[config.mk]
export PLATFORM = sky130hd
export DESIGN_NAME = client_tile_link_network_port
export DESIGN_NICKNAME = d
export VERILOG_FILES = /design/src/rtl/client_tile_link_network_port.sv
export SDC_FILE = /design/constraint.sdc
export NUM_CORES = 1
export LEC_CHECK = 0
export ABC_CLOCK_PERIOD_IN_PS = 5600
export BUFFER_PORTS_ARGS = -buffer_cell sky130_fd_sc_hd__buf_2
export CORE_AREA = 2 2 258 260
export CTS_BUF_LIST = sky130_fd_sc_hd__clkbuf_4 sky130_fd_sc_hd__clkbuf_8
export CTS_CLUSTER_DIAMETER = 30
export DETAILED_ROUTE_END_ITERATION = 16
export DIE_AREA = 0 0 260 262
export RECOVER_POWER = 100
export SLEW_MARGIN = 15
export SYNTH_ARGS = -nofsm -noshare
export SYNTH_HDL_FRONTEND = slang
export SYNTH_SLANG_ARGS = --single-unit
[constraint.sdc]
create_clock -name clk -period 5.6 [get_ports clk]
set_clock_uncertainty 0.1 [all_clocks]
set_input_delay 0.56 -clock clk [delete_from_list [all_inputs] [get_ports clk]]
set_output_delay 0.56 -clock clk [all_outputs]
set_load 0.05 [all_outputs]
[src/rtl/client_tile_link_network_port.sv]
// Client-side TileLink network endpoint: adds/strips network headers and acts as the finish
// unit, queueing one finish per grant that needs acknowledgement.
module client_tile_link_network_port #(
    parameter int unsigned CLIENT_ID    = 0,
    parameter int unsigned MANAGER_ID   = 1,
    parameter int unsigned FINISH_DEPTH = 2
) (
    input  logic        clk,
    input  logic        reset,
    // client acquire
    output logic        io_client_acquire_ready,
    input  logic        io_client_acquire_valid,
    input  logic [25:0] io_client_acquire_bits_addr_block,
    input  logic        io_client_acquire_bits_client_xact_id,
    input  logic [2:0]  io_client_acquire_bits_addr_beat,
    input  logic        io_client_acquire_bits_is_builtin_type,
    input  logic [2:0]  io_client_acquire_bits_a_type,
    input  logic [11:0] io_client_acquire_bits_union,
    input  logic [63:0] io_client_acquire_bits_data,
    // client release
    output logic        io_client_release_ready,
    input  logic        io_client_release_valid,
    input  logic [2:0]  io_client_release_bits_addr_beat,
    input  logic [25:0] io_client_release_bits_addr_block,
    input  logic        io_client_release_bits_client_xact_id,
    input  logic        io_client_release_bits_voluntary,
    input  logic [2:0]  io_client_release_bits_r_type,
    input  logic [63:0] io_client_release_bits_data,
    // client grant
    input  logic        io_client_grant_ready,
    output logic        io_client_grant_valid,
    output logic [2:0]  io_client_grant_bits_addr_beat,
    output logic        io_client_grant_bits_client_xact_id,
    output logic [1:0]  io_client_grant_bits_manager_xact_id,
    output logic        io_client_grant_bits_is_builtin_type,
    output logic [3:0]  io_client_grant_bits_g_type,
    output logic [63:0] io_client_grant_bits_data,
    // client probe
    input  logic        io_client_probe_ready,
    output logic        io_client_probe_valid,
    output logic [25:0] io_client_probe_bits_addr_block,
    output logic [1:0]  io_client_probe_bits_p_type,
    // network acquire
    input  logic        io_network_acquire_ready,
    output logic        io_network_acquire_valid,
    output logic [1:0]  io_network_acquire_bits_header_src,
    output logic [1:0]  io_network_acquire_bits_header_dst,
    output logic [25:0] io_network_acquire_bits_payload_addr_block,
    output logic        io_network_acquire_bits_payload_client_xact_id,
    output logic [2:0]  io_network_acquire_bits_payload_addr_beat,
    output logic        io_network_acquire_bits_payload_is_builtin_type,
    output logic [2:0]  io_network_acquire_bits_payload_a_type,
    output logic [11:0] io_network_acquire_bits_payload_union,
    output logic [63:0] io_network_acquire_bits_payload_data,
    // network release
    input  logic        io_network_release_ready,
    output logic        io_network_release_valid,
    output logic [1:0]  io_network_release_bits_header_src,
    output logic [1:0]  io_network_release_bits_header_dst,
    output logic [2:0]  io_network_release_bits_payload_addr_beat,
    output logic [25:0] io_network_release_bits_payload_addr_block,
    output logic        io_network_release_bits_payload_client_xact_id,
    output logic        io_network_release_bits_payload_voluntary,
    output logic [2:0]  io_network_release_bits_payload_r_type,
    output logic [63:0] io_network_release_bits_payload_data,
    // network grant
    output logic        io_network_grant_ready,
    input  logic        io_network_grant_valid,
    input  logic [1:0]  io_network_grant_bits_header_src,
    input  logic [1:0]  io_network_grant_bits_header_dst,
    input  logic [2:0]  io_network_grant_bits_payload_addr_beat,
    input  logic        io_network_grant_bits_payload_client_xact_id,
    input  logic [1:0]  io_network_grant_bits_payload_manager_xact_id,
    input  logic        io_network_grant_bits_payload_is_builtin_type,
    input  logic [3:0]  io_network_grant_bits_payload_g_type,
    input  logic [63:0] io_network_grant_bits_payload_data,
    // network probe
    output logic        io_network_probe_ready,
    input  logic        io_network_probe_valid,
    input  logic [1:0]  io_network_probe_bits_header_src,
    input  logic [1:0]  io_network_probe_bits_header_dst,
    input  logic [25:0] io_network_probe_bits_payload_addr_block,
    input  logic [1:0]  io_network_probe_bits_payload_p_type,
    // network finish
    input  logic        io_network_finish_ready,
    output logic        io_network_finish_valid,
    output logic [1:0]  io_network_finish_bits_header_src,
    output logic [1:0]  io_network_finish_bits_header_dst,
    output logic [1:0]  io_network_finish_bits_payload_manager_xact_id
);

    localparam int unsigned PtrW = (FINISH_DEPTH > 1) ? $clog2(FINISH_DEPTH) : 1;
    localparam int unsigned CntW = $clog2(FINISH_DEPTH + 1);
    localparam logic [CntW-1:0] CntFull = CntW'(FINISH_DEPTH);
    localparam logic [PtrW-1:0] PtrLast = PtrW'(FINISH_DEPTH - 1);
    localparam logic [1:0] SrcId = 2'(CLIENT_ID);
    localparam logic [1:0] DstId = 2'(MANAGER_ID);

    logic [PtrW-1:0] head_q, head_d, tail_q, tail_d;
    logic [CntW-1:0] count_q, count_d;
    logic [1:0]      fin_dst_q [FINISH_DEPTH];
    logic [1:0]      fin_xid_q [FINISH_DEPTH];

    logic voluntary, multibeat, needs_finish, full, block, grant_fire, enq, deq;

    // Acquire / release: pass-through with header insertion
    assign io_client_acquire_ready = io_network_acquire_ready;
    assign io_network_acquire_valid = io_client_acquire_valid;
    assign io_network_acquire_bits_header_src = SrcId;
    assign io_network_acquire_bits_header_dst = DstId;
    assign io_network_acquire_bits_payload_addr_block = io_client_acquire_bits_addr_block;
    assign io_network_acquire_bits_payload_client_xact_id = io_client_acquire_bits_client_xact_id;
    assign io_network_acquire_bits_payload_addr_beat = io_client_acquire_bits_addr_beat;
    assign io_network_acquire_bits_payload_is_builtin_type = io_client_acquire_bits_is_builtin_type;
    assign io_network_acquire_bits_payload_a_type = io_client_acquire_bits_a_type;
    assign io_network_acquire_bits_payload_union = io_client_acquire_bits_union;
    assign io_network_acquire_bits_payload_data = io_client_acquire_bits_data;

    assign io_client_release_ready = io_network_release_ready;
    assign io_network_release_valid = io_client_release_valid;
    assign io_network_release_bits_header_src = SrcId;
    assign io_network_release_bits_header_dst = DstId;
    assign io_network_release_bits_payload_addr_beat = io_client_release_bits_addr_beat;
    assign io_network_release_bits_payload_addr_block = io_client_release_bits_addr_block;
    assign io_network_release_bits_payload_client_xact_id = io_client_release_bits_client_xact_id;
    assign io_network_release_bits_payload_voluntary = io_client_release_bits_voluntary;
    assign io_network_release_bits_payload_r_type = io_client_release_bits_r_type;
    assign io_network_release_bits_payload_data = io_client_release_bits_data;

    assign io_network_probe_ready = io_client_probe_ready;
    assign io_client_probe_valid = io_network_probe_valid;
    assign io_client_probe_bits_addr_block = io_network_probe_bits_payload_addr_block;
    assign io_client_probe_bits_p_type = io_network_probe_bits_payload_p_type;

    // Only the last beat of a multibeat grant can need a finish, so earlier beats never stall
    assign voluntary = io_network_grant_bits_payload_is_builtin_type &&
                       (io_network_grant_bits_payload_g_type == 4'd0);
    assign multibeat = (io_network_grant_bits_payload_is_builtin_type &&
                        (io_network_grant_bits_payload_g_type == 4'd4)) ||
                       (!io_network_grant_bits_payload_is_builtin_type &&
                        (io_network_grant_bits_payload_g_type <= 4'd1));
    assign needs_finish = !voluntary &&
                          (!multibeat || (io_network_grant_bits_payload_addr_beat == 3'd7));

    // Reset forces the queue to look empty so gating and finish_valid ignore stale state
    assign full  = !reset && (count_q == CntFull);
    assign block = needs_finish && full;

    assign io_client_grant_valid = io_network_grant_valid && !block;
    assign io_network_grant_ready = io_client_grant_ready && !block;
    assign io_client_grant_bits_addr_beat = io_network_grant_bits_payload_addr_beat;
    assign io_client_grant_bits_client_xact_id = io_network_grant_bits_payload_client_xact_id;
    assign io_client_grant_bits_manager_xact_id = io_network_grant_bits_payload_manager_xact_id;
    assign io_client_grant_bits_is_builtin_type = io_network_grant_bits_payload_is_builtin_type;
    assign io_client_grant_bits_g_type = io_network_grant_bits_payload_g_type;
    assign io_client_grant_bits_data = io_network_grant_bits_payload_data;

    assign io_network_finish_valid = !reset && (count_q != '0);
    assign io_network_finish_bits_header_src = SrcId;
    assign io_network_finish_bits_header_dst = fin_dst_q[head_q];
    assign io_network_finish_bits_payload_manager_xact_id = fin_xid_q[head_q];

    assign grant_fire = io_network_grant_valid && io_network_grant_ready;
    assign enq = grant_fire && needs_finish && !reset;
    assign deq = io_network_finish_valid && io_network_finish_ready;

    always_comb begin
        head_d  = head_q;
        tail_d  = tail_q;
        count_d = count_q;
        if (deq) head_d = (head_q == PtrLast) ? '0 : head_q + 1'b1;
        if (enq) tail_d = (tail_q == PtrLast) ? '0 : tail_q + 1'b1;
        unique case ({enq, deq})
            2'b10:   count_d = count_q + 1'b1;
            2'b01:   count_d = count_q - 1'b1;
            default: count_d = count_q;
        endcase
    end

    always_ff @(posedge clk) begin
        if (reset) begin
            head_q  <= '0;
            tail_q  <= '0;
            count_q <= '0;
        end else begin
            head_q  <= head_d;
            tail_q  <= tail_d;
            count_q <= count_d;
        end
    end

    always_ff @(posedge clk) begin
        if (enq) begin
            fin_dst_q[tail_q] <= io_network_grant_bits_header_src;
            fin_xid_q[tail_q] <= io_network_grant_bits_payload_manager_xact_id;
        end
    end

endmodule

======== Word-level counts from Yosys, hierarchy flattened ========
Memory sizes are Yosys's and may differ from the RTL's. A register that Yosys moved wholly into a read port is not among the register bits.
Index checks and enable logic that the tools add are counted.
storage, ports and cells
  flip-flop bits (word level) ............. 4
  memory bits (writable) .................. 8
  input bits .............................. 330
  output and inout bits ................... 334
  memories ................................ 2
cells by class
  add/subtract/negate cells ............... 4
  $lt $le $gt $ge ......................... 1
  equality and inequality tests ........... 5
  mux-type cells .......................... 9
  reductions and logical operators ........ 23
memory list
  memory     words  bits a word  read ports  clocked after memory_dff  wr ports  line  source
  fin_dst_q  2      2            1           1                         1         101   logic [1:0] fin_dst_q [FINISH_DEPTH];
  fin_xid_q  2      2            1           1                         1         102   logic [1:0] fin_xid_q [FINISH_DEPTH];
operator list
  operator                                                         number
  logical AND 1 bit                                                13
  2-to-1 mux 1 bit                                                 8
  zero test 1 bit                                                  5
  equality test 2 bit (second input constant)                      2
  equality test 4 x 3 -> 1 bit (second input constant)             1
  less-or-equal comparator 4 x 1 -> 1 bit (second input constant)  1
  zero test 4 bit                                                  1
  case mux 2 bit (2 select lines)                                  1
  nonzero test 2 bit                                               2
  equality test 3 bit (second input constant)                      1
  adder 1 bit (second input constant)                              2
  adder 2 x 1 -> 2 bit (second input constant)                     1
  equality test 2 x 1 -> 1 bit (second input constant)             1
  logical OR 1 bit                                                 2
  subtractor 2 x 1 -> 2 bit (second input constant)                1

======== Longest topological paths before layout ========
Gate-level depths: netlist of run 1.
  depth after elaboration ................. 14
  mapped depth ............................ 7
  gate-level depth less buffers ........... 7

======== Least setup slack after synthesis of run 1 ========
Ideal clock, no wire load.
  path type ............................... input port to flip-flop
  start point ............................. input io_network_grant_bits_payload_is_builtin_type
  end point ............................... register count_q[1]
  arrival time ............................ 1.910 ns
  path slack .............................. 3.520 ns
  stages .................................. 6
  path buffers ............................ 0
  path through ............................ nor3b_1 -> o211ai_1 -> nand3b_1 -> ha_1 -> or3_1 -> a21oi_1
between the ends
  cells in the longest elaborated chain, start to end .. 14
  elaborated cells on any way between the ends .. 19
  classes of those cells .................. eq/ne (2); mux (1); reduce/logical (16)
RTL lines
  what                                                                   line  source
  start, declared                                                        74    input logic io_network_grant_bits_payload_is_builtin_type,
  zero test 1 bit                                                        140   (!io_network_grant_bits_payload_is_builtin_type &&
  logical AND 1 bit                                                      140
  logical OR 1 bit                                                       139   (io_network_grant_bits_payload_g_type == 4'd4)) ||
  zero test 1 bit                                                        143   (!multibeat || (io_network_grant_bits_payload_addr_beat == 3'd7));
  logical OR 1 bit                                                       143
  logical AND 1 bit *                                                    142   assign needs_finish = !voluntary &&
  logical AND 1 bit                                                      147   assign block = needs_finish && full;
  zero test 1 bit                                                        150   assign io_network_grant_ready = io_client_grant_ready && !block;
  logical AND 1 bit                                                      150
  logical AND 1 bit                                                      163   assign grant_fire = io_network_grant_valid && io_network_grant_ready;
  logical AND 1 bit * (2 in a row)                                       164   assign enq = grant_fire && needs_finish && !reset;
  equality test 2 x 1 -> 1 bit or equality test 2 bit (tied branches)    173   unique case ({enq, deq})
  case mux 2 bit (2 select lines) or nonzero test 2 bit (tied branches)  -
  end signal, assigned                                                   188   count_q <= count_d;
  end, declared                                                          100   logic [CntW-1:0] count_q, count_d;
Mark *: on every way between the ends. The rest lies on a longest branch, timed or not.
A chain may end at the register's enable or synchronous reset.

======== Final worst setup path of run 1 ========
  start point ............................. input io_network_grant_bits_payload_is_builtin_type
  end point ............................... output io_client_grant_valid
between the ends
  cells in the longest elaborated chain, start to end .. 9
  elaborated cells on any way between the ends .. 12
  classes of those cells .................. reduce/logical (12)
RTL lines
  what                 line  source
  zero test 1 bit      140
  logical AND 1 bit    140
  logical OR 1 bit     139
  zero test 1 bit      143
  logical OR 1 bit     143
  logical AND 1 bit *  142
  logical AND 1 bit *  147
  zero test 1 bit *    149   assign io_client_grant_valid = io_network_grant_valid && !block;
  logical AND 1 bit *  149
  end, declared        31    output logic io_client_grant_valid,
Marked as above.

==> results.md, run 1 <==
STA:
- The final-report hold violation count is 0.
- The post-route minimum period is 2.57 ns.
- The worst hold slack after final layout is 0.408 ns.
- Derived from the worst setup path, the maximum achievable clock frequency is 388 MHz.
- The transition time at the pin with the least slew margin is 0.900 ns.
- The count of pins over their slew limit is 0.
- Setup violations remaining at the end of the flow were counted as 0.
- The share of the cycle needed by the critical path after routing is 46.0%.
- In this run the tightest slew margin relative to its limit is 40.3%.
- Setup repair after global routing left no endpoint under its margin.
- The accumulated negative setup slack is 0 ns.

Min path:
- For hold timing, the worst endpoint is fin_dst_q[1][1]$_DFFE_PP_.
- The number of stages on the worst hold path is 1.
- The critical hold path startpoint is io_network_grant_bits_header_src[1].
- The kind of path behind the tightest hold check is primary input to register.

Die:
- The total die area is 68100 sq um.
- During I/O placement, the number of pins put on the boundary was 664.
- The width of the die is around 260 um.
- The standard-cell row count is 94.
- The total core area is 65300 sq um.
- The die is 262 um tall.
- The initial core utilization is 4.65%.

GRT:
- The largest net degree at the start of global routing is 9.
- The final global-route overflow total is 0.
- The global routing usage summed across all routing layers is 3.95%.
- The number of antenna violations at the first check in global routing is 1.
- The via count of the first global-routing pass came to 1240.
- The first global-routing pass estimated 16300 um of wire.

Synth:
- The synthesized netlist contains 25 unique library cells.
- Synthesis inferred 13 register bits.
- The synthesized netlist occupies a cell area of about 3000 sq um.
- The Yosys step of the flow raised 0 warnings.
- The number of instances in the synthesized netlist is between 300 and 400.
- For this run, the register share of the synthesized area comes to 11.2%.
- Dividing the synthesized area by the synthesized cell count gives between 8 and 9 sq um.

Worst setup path:
- The delay of the slowest cell on the worst path is 0.48 ns.
- The worst endpoint required time is just under 5 ns.
- The slowest library cell on the worst path is sky130_fd_sc_hd__clkbuf_1.
- The signal on the critical path passes through clkbuf_1, nor3b_1, o211ai_1, nand2_1, and2_1, clkbuf_1.
- Together, buffers and inverters on the worst path number 2.
- The dominant delay contributor by cell family on the critical path is buffers and inverters.
- In this run the critical register-to-register path is captured at count_q[1]$_SDFFE_PP0P_.
- The most numerous cell type found on the critical path is sky130_fd_sc_hd__clkbuf_1.
- The setup slack of the most critical reg-to-reg path is 3.66 ns.
- Data on the critical path arrives at its endpoint at 1.91 ns.
- The worst setup path category is primary input to output pin.
- The startpoint kind of the worst setup timing path is a primary input.
- The worst setup path is captured at an output pin.
- The top fanout value on the critical path is 4.
- The worst reg-to-reg path cell count is 6.
- The worst reg2reg path startpoint is count_q[0]$_SDFFE_PP0P_.

Clocking:
- In this run, post-CTS hold repair placed 0 buffers.
- The number of buffers created by CTS is 3.
- Clock tree synthesis found a total of 13 sinks.
- The root buffer cell chosen for the clock tree is sky130_fd_sc_hd__clkbuf_8.
- The TritonCTS clock tree is built.
- The number of cells upsized or downsized after cts is 0.
- The clock insertion delay at the later pin of the skew report is 0.24 ns.
- Clock-pin slew was measured on the worst setup and hold paths at 0.05 ns.
- The maximum level of the CTS H-tree is 1.
- The longest clock path from root to sink contains 2 buffers.
- The number of post-CTS setup repair buffers is 0.

Detailed routing:
- The per-cell via count in the routed design is ~1.1.
- The final antenna-violating net count is 0.
- The average wire per cell in the routed design is 15.6 um.
- The DRC violation count after routing is 0.
- The count of routing violations after the opening detailed-route iteration is 38.
- For this run, the detailed router's first-pass iteration total came to 2.
- The sum of routed wire length over all layers is 14900 um.
- The detailed router placed 1070 vias in this run.

Cells and area:
- The area growth from synthesis to final layout is -38.1%.
- Fill cells in the final layout number 7804.
- The most frequent standard cell in the layout excluding fill and tap cells is sky130_fd_sc_hd__clkbuf_1.
- The number of antenna diodes is 0.
- Measured on the finished design, the core utilization comes to under 10%.
- The number of nets in the final layout is 426.
- In the layout the commonest cells are 21 x sky130_fd_sc_hd__clkbuf_1, 12 x sky130_fd_sc_hd__buf_2, 10 x sky130_fd_sc_hd__conb_1.
- The layout cell share with drive strength beyond 1 is ~22%.

Power and ir drop:
- The overall power is 0.000258 W.
- VDD sags by at most 0.0000428 V.
- The power per cell area is 138 nW/um^2.
- The reported leakage power is 0.334 nW.

Job:
- The max capacitance violation total is 0.

Placement:
- Input and output buffers added on the ports amount to 33.
- Routability-driven placement finished with a final weighted congestion of between 0.5 and 0.6.
- The detailed placer's ending HPWL is 12600 um.

Outcome:
- The flow ran to the end, and the final reports show no timing, DRC or antenna violations.
==> logic make-up after synthesis <==
logic type	synth area share [%]
compound gates	1.32
xor+xnor	0.866
fa+ha+maj	0.412
buf+inv	81.0
flops	11.2
mux	1.81
other cells	0.247
simple gates	3.13
==> power breakdown <==
group	leakage [nW]	total, W	internal, W	switching [W]
registers	0.113	0.000107	0.000105	0.00000209
logic	0.195	0.0000650	0.0000129	0.0000521
clock network	0.0262	0.0000863	0.0000550	0.0000314
==> stage by stage <==
stage	std cells	setup WS, ns	instance area, sq um
after floorplan	384	3.52	3070
after global placement	954	2.93	1860
after detailed placement	954	2.89	1860
after CTS	958	3.02	1910
after global routing	958	2.86	1880
final	958	3.03	1880
==> registers in the layout, summed over array words and instances, names as in the netlist, named ones only <==
register   flops
head_q         1
fin_dst_q      4
count_q        2
tail_q         1
fin_xid_q      4
==> cell type report <==
cell class,instances,area (sq um),area share (%)
well taps,864,1080,57.5
inverters,1,3.75,0.200
flip-flops and latches,13,340,18.1
repair buffers,33,139,7.39
clock buffers,4,48.8,2.60
multi-input cells,43,267,14.2
==> synth_stat cells <==
master                     count  area share (%)
sky130_fd_sc_hd__o211ai_1      1            0.25
sky130_fd_sc_hd__and2_1        2            0.41
sky130_fd_sc_hd__nand2b_1      1            0.21
sky130_fd_sc_hd__and2_4        1            0.29
sky130_fd_sc_hd__mux2_2        4             1.5
sky130_fd_sc_hd__nor2_1        7            0.87
sky130_fd_sc_hd__a21oi_1       2            0.33
sky130_fd_sc_hd__xnor2_1       2            0.58
sky130_fd_sc_hd__and3_1        1            0.21
sky130_fd_sc_hd__nand3b_1      1            0.25
sky130_fd_sc_hd__dfxtp_1       5             3.3
sky130_fd_sc_hd__nor3b_1       1            0.25
sky130_fd_sc_hd__or3_1         1            0.21
sky130_fd_sc_hd__o21ai_0       1            0.16
sky130_fd_sc_hd__conb_1        2            0.25
sky130_fd_sc_hd__buf_4       327              81
sky130_fd_sc_hd__ha_1          1            0.41
sky130_fd_sc_hd__a21o_1        1            0.25
sky130_fd_sc_hd__edfxtp_1      8             7.9
sky130_fd_sc_hd__nand2_1       1            0.12
sky130_fd_sc_hd__o21ba_2       1            0.33
sky130_fd_sc_hd__xor2_1        1            0.29
sky130_fd_sc_hd__nand3_1       2            0.33
sky130_fd_sc_hd__mux2i_1       1            0.33
sky130_fd_sc_hd__inv_1         1            0.12
==> worst max path at each step <==
stage                                                              from                       to  slack (ns)  cells after the start
after CTS                 io_network_grant_bits_payload_is_builtin_type   io_network_grant_ready        3.02                      6
final                     io_network_grant_bits_payload_is_builtin_type    io_client_grant_valid        3.03                      6
after global routing      io_network_grant_bits_payload_is_builtin_type    io_client_grant_valid        2.86                      6
after detailed placement  io_network_grant_bits_payload_is_builtin_type  count_q[1]$_SDFFE_PP0P_        2.89                      7
after global placement    io_network_grant_bits_payload_is_builtin_type  count_q[1]$_SDFFE_PP0P_        2.93                      7
after floorplan           io_network_grant_bits_payload_is_builtin_type  count_q[1]$_SDFFE_PP0P_        3.52                      6
==> routing by layer <==
metal	vias up	GRT usage, %	routed length, um
li1	251	-	-
met1	300	0.896	1300
met2	334	5.19	5570
met3	185	5.60	4940
met4	0	7.84	3130
met5	-	0.0694	0
Note: power is estimated with default switching activity, not from simulation.
==> run 2: changes to the inputs <==
ABC_CLOCK_PERIOD_IN_PS = 2200   (was 5600)
CORE_AREA = 2 2 257 259   (was 2 2 258 260)
DIE_AREA = 0 0 259 261   (was 0 0 260 262)
clock period = 2.2 ns   (was 5.6 ns; I/O delays follow)
==> run 2 against run 1 <==
Net effect: core utilization about the same; final area is 0.20% higher; largest power group unchanged; combinational power grew to 2.6 times the previous value; largest cell class unchanged.
==> results.md, run 2 (synthesis results as in run 1) <==
GRT:
- The final global-route overflow total is 0.
- The number of antenna violations at the first check in global routing was 2.
- Global routing used 4.01% of the available tracks across all layers.
- Entering global routing, the biggest net connects 9 pins.
- The via count of the first global-routing pass is 1201.
- The global-route wire length before repair is 16500 um.

Clocking:
- The tree is rooted in a sky130_fd_sc_hd__clkbuf_8.
- For the worst-skew pair, the clock arrives at the later sink with an insertion delay of 0.24 ns.
- Post-CTS timing repair inserted 0 buffers for setup.
- The tree built by TritonCTS fans out to 13 sinks.
- The TritonCTS clock tree is built.
- The register clock-pin slew on the reported worst setup and hold paths is 0.05 ns.
- The number of buffers created by CTS is 3.
- CTS built an H-tree with a depth of 1.
- The clock passes through at most 2 buffers.
- After clock tree synthesis, the flow added hold-fix buffers numbering 0.
- Gates resized during post-CTS repair numbered 0.

Power and ir drop:
- The overall power is between 0.0006 and 0.0007 W.
- Internal power comes to 0.000426 W.
- Of the total power, registers draw 42.3%.
- Summed over all cells, the static leakage comes to 0.329 nW.
- The fraction of power spent switching nets is around 34%.
- The part of the power in the clock network is 31.7%.
- The switching power of the nets is ~0.00022 W.
- The maximum vdd drop is around 0.00012 V.
- The proportion of power drawn by combinational gates is 26.0%.
- The power per cell area is 342 nW/um^2.

Job:
- The max capacitance violation total is 0.

STA:
- The count of pins over their slew limit is 0.
- Adding up every negative setup slack in the final design gives 0 ns.
- Setup repair after global routing left no endpoint under its margin.
- The final-report hold violation count was 0.
- For this run, the top clock speed supported by timing is about 520 MHz.
- For the pin with the worst max-slew slack, the measured transition is between 1 and 1.5 ns.
- The post-route minimum period is 1.91 ns.
- The worst max-slew margin expressed relative to the limit is 30.6%.
- In the finished design, the share of the clock period the worst path needs comes to around 87%.
- The number of setup violations in the final report is 0.

Die:
- The number of top-level pins is 664.
- The floorplan has 94 rows.
- The width of the die is 259 um.
- The floorplan die height is 261 um.
- The total die area is between 60000 and 70000 sq um.
- The total core area is 65000 sq um.
- For this configuration, the core starts out at a cell density of 4.67%.

Worst setup path:
- Along the worst path, the maximum fanout reaches 4.
- STA puts the critical path data required time at 1.88 ns.
- Setup slack on the worst reg-to-reg path comes out at between 0.2 and 0.3 ns.
- The arrival time at the worst endpoint is between 1.5 and 2 ns.
- The worst setup path is captured at an output pin.
- STA classifies the critical path startpoint as a register.
- The worst setup path category is register to output pin.

Cells and area:
- In the final design database the tool counted 427 nets.
- The library cells used most frequently in the layout, excluding fill and tap cells, are 20 x sky130_fd_sc_hd__clkbuf_1, 13 x sky130_fd_sc_hd__buf_2, 10 x sky130_fd_sc_hd__conb_1.
- The area growth from synthesis to final layout is -38.0%.
- Of the cells placed in the final design, the portion with a size suffix greater than 1 is 24.2%.
- The number of antenna diodes is 0.
- After filler insertion, the fill cell instance count of the layout stands at 7748.
- The most frequent standard cell in the layout excluding fill and tap cells is sky130_fd_sc_hd__clkbuf_1.
- The largest registers in the layout are fin_dst_q: 4 flops, fin_xid_q: 4 flops, count_q: 2 flops.

Placement:
- Buffers placed on the I/O ports in this run total 33.
- Detailed placement finished with a half-perimeter wire length of around 13000 um.
- The routability congestion estimate is about 0.56.

Detailed routing:
- The first detailed-routing pass took 4 iterations.
- The sum of routed wire length over all layers is 15100 um.
- The per-cell via count in the routed design is 1.17.
- After detailed routing, the number of remaining DRC violations is 0.
- The detailed router finished its first iteration with 73 violations.
- Once detail routing completed, the nets flagged for antenna violations numbered 0.
- After detailed routing, the average wire length per cell comes to around 16 um.
- Detailed routing inserted a total of 1123 vias.

Outcome:
- The run finished with clean final reports.

Min path:
- The kind of path behind the tightest hold check is primary input to register.
## run 2: cell types whose count changed in the layout (fill, tap and decap cells not counted)
| cell | before | now |
|---|---|---|
| sky130_fd_sc_hd__and2_4 | 1 | 0 |
| sky130_fd_sc_hd__buf_4 | 0 | 1 |
| sky130_fd_sc_hd__buf_2 | 12 | 13 |
| sky130_fd_sc_hd__clkbuf_1 | 21 | 20 |
| sky130_fd_sc_hd__o21ba_2 | 0 | 1 |
| sky130_fd_sc_hd__clkbuf_4 | 1 | 0 |
| sky130_fd_sc_hd__clkinv_2 | 0 | 1 |
| sky130_fd_sc_hd__and2_0 | 0 | 1 |
| sky130_fd_sc_hd__o21ba_1 | 1 | 0 |
## run 2: path summary, 6_finish.rpt
kind | end | depth (start not counted) | startpoint
worst max-delay path | io_network_finish_valid | 2 | count_q[0]$_SDFFE_PP0P_
worst min-delay path | fin_dst_q[1][0]$_DFFE_PP_ | 1 | io_network_grant_bits_header_src[0]
worst max register to register | count_q[1]$_SDFFE_PP0P_ | 6 | count_q[0]$_SDFFE_PP0P_
worst min register to register | count_q[1]$_SDFFE_PP0P_ | 2 | count_q[1]$_SDFFE_PP0P_
## run 2: worst max-delay path, stage by stage (launching register included)
cell and delay (ns):
sky130_fd_sc_hd__dfxtp_1 0.39, sky130_fd_sc_hd__o21ba_2 0.17, sky130_fd_sc_hd__clkbuf_1 0.77
## run 2: area by class of cell
class | count | area (sq um) | share of cell area, %
inverters | 1 | 3.75 | 0.199
flip-flops and latches | 13 | 340 | 18.1
multi-input cells | 43 | 264 | 14.0
clock buffers | 3 | 41.3 | 2.19
clock inverters | 1 | 5.00 | 0.266
repair buffers | 34 | 148 | 7.84
well taps | 864 | 1080 | 57.4
## run 2: per-layer routing
metal	global-route usage, %	up-vias	routed length (um)
met5	0.0694	-	0
met4	7.85	0	3160
met3	5.87	196	5030
met2	5.07	346	5480
met1	0.999	326	1440
li1	-	255	-
## run 2: metrics by stage
| step | worst slack, ns | std cells | instance area, sq um | util, % | hold slack, ns |
|---|---|---|---|---|---|
| finish | 0.289 | 959 | 1880 | 2.90 | 0.0724 |
| global route | 0.185 | 959 | 1880 | 2.90 | 0.0575 |
| CTS | 0.281 | 959 | 1910 | 2.94 | 0.0624 |
| detailed placement | 0.179 | 955 | 1860 | 2.87 | 0.312 |
| global placement | 0.218 | 955 | 1860 | 2.87 | 0.311 |
| floorplan | 0.394 | 384 | 3070 | - | 0.189 |
## run 2: power by group through the flow
stage | combinational, W | sequential (W) | clock (W)
floorplan | 0.00166 | 0.000277 | 0
global placement | 0.000174 | 0.000277 | 0
detailed placement | 0.000175 | 0.000278 | 0
CTS | 0.000175 | 0.000273 | 0.000211
global route | 0.000177 | 0.000274 | 0.000219
finish | 0.000167 | 0.000273 | 0.000204
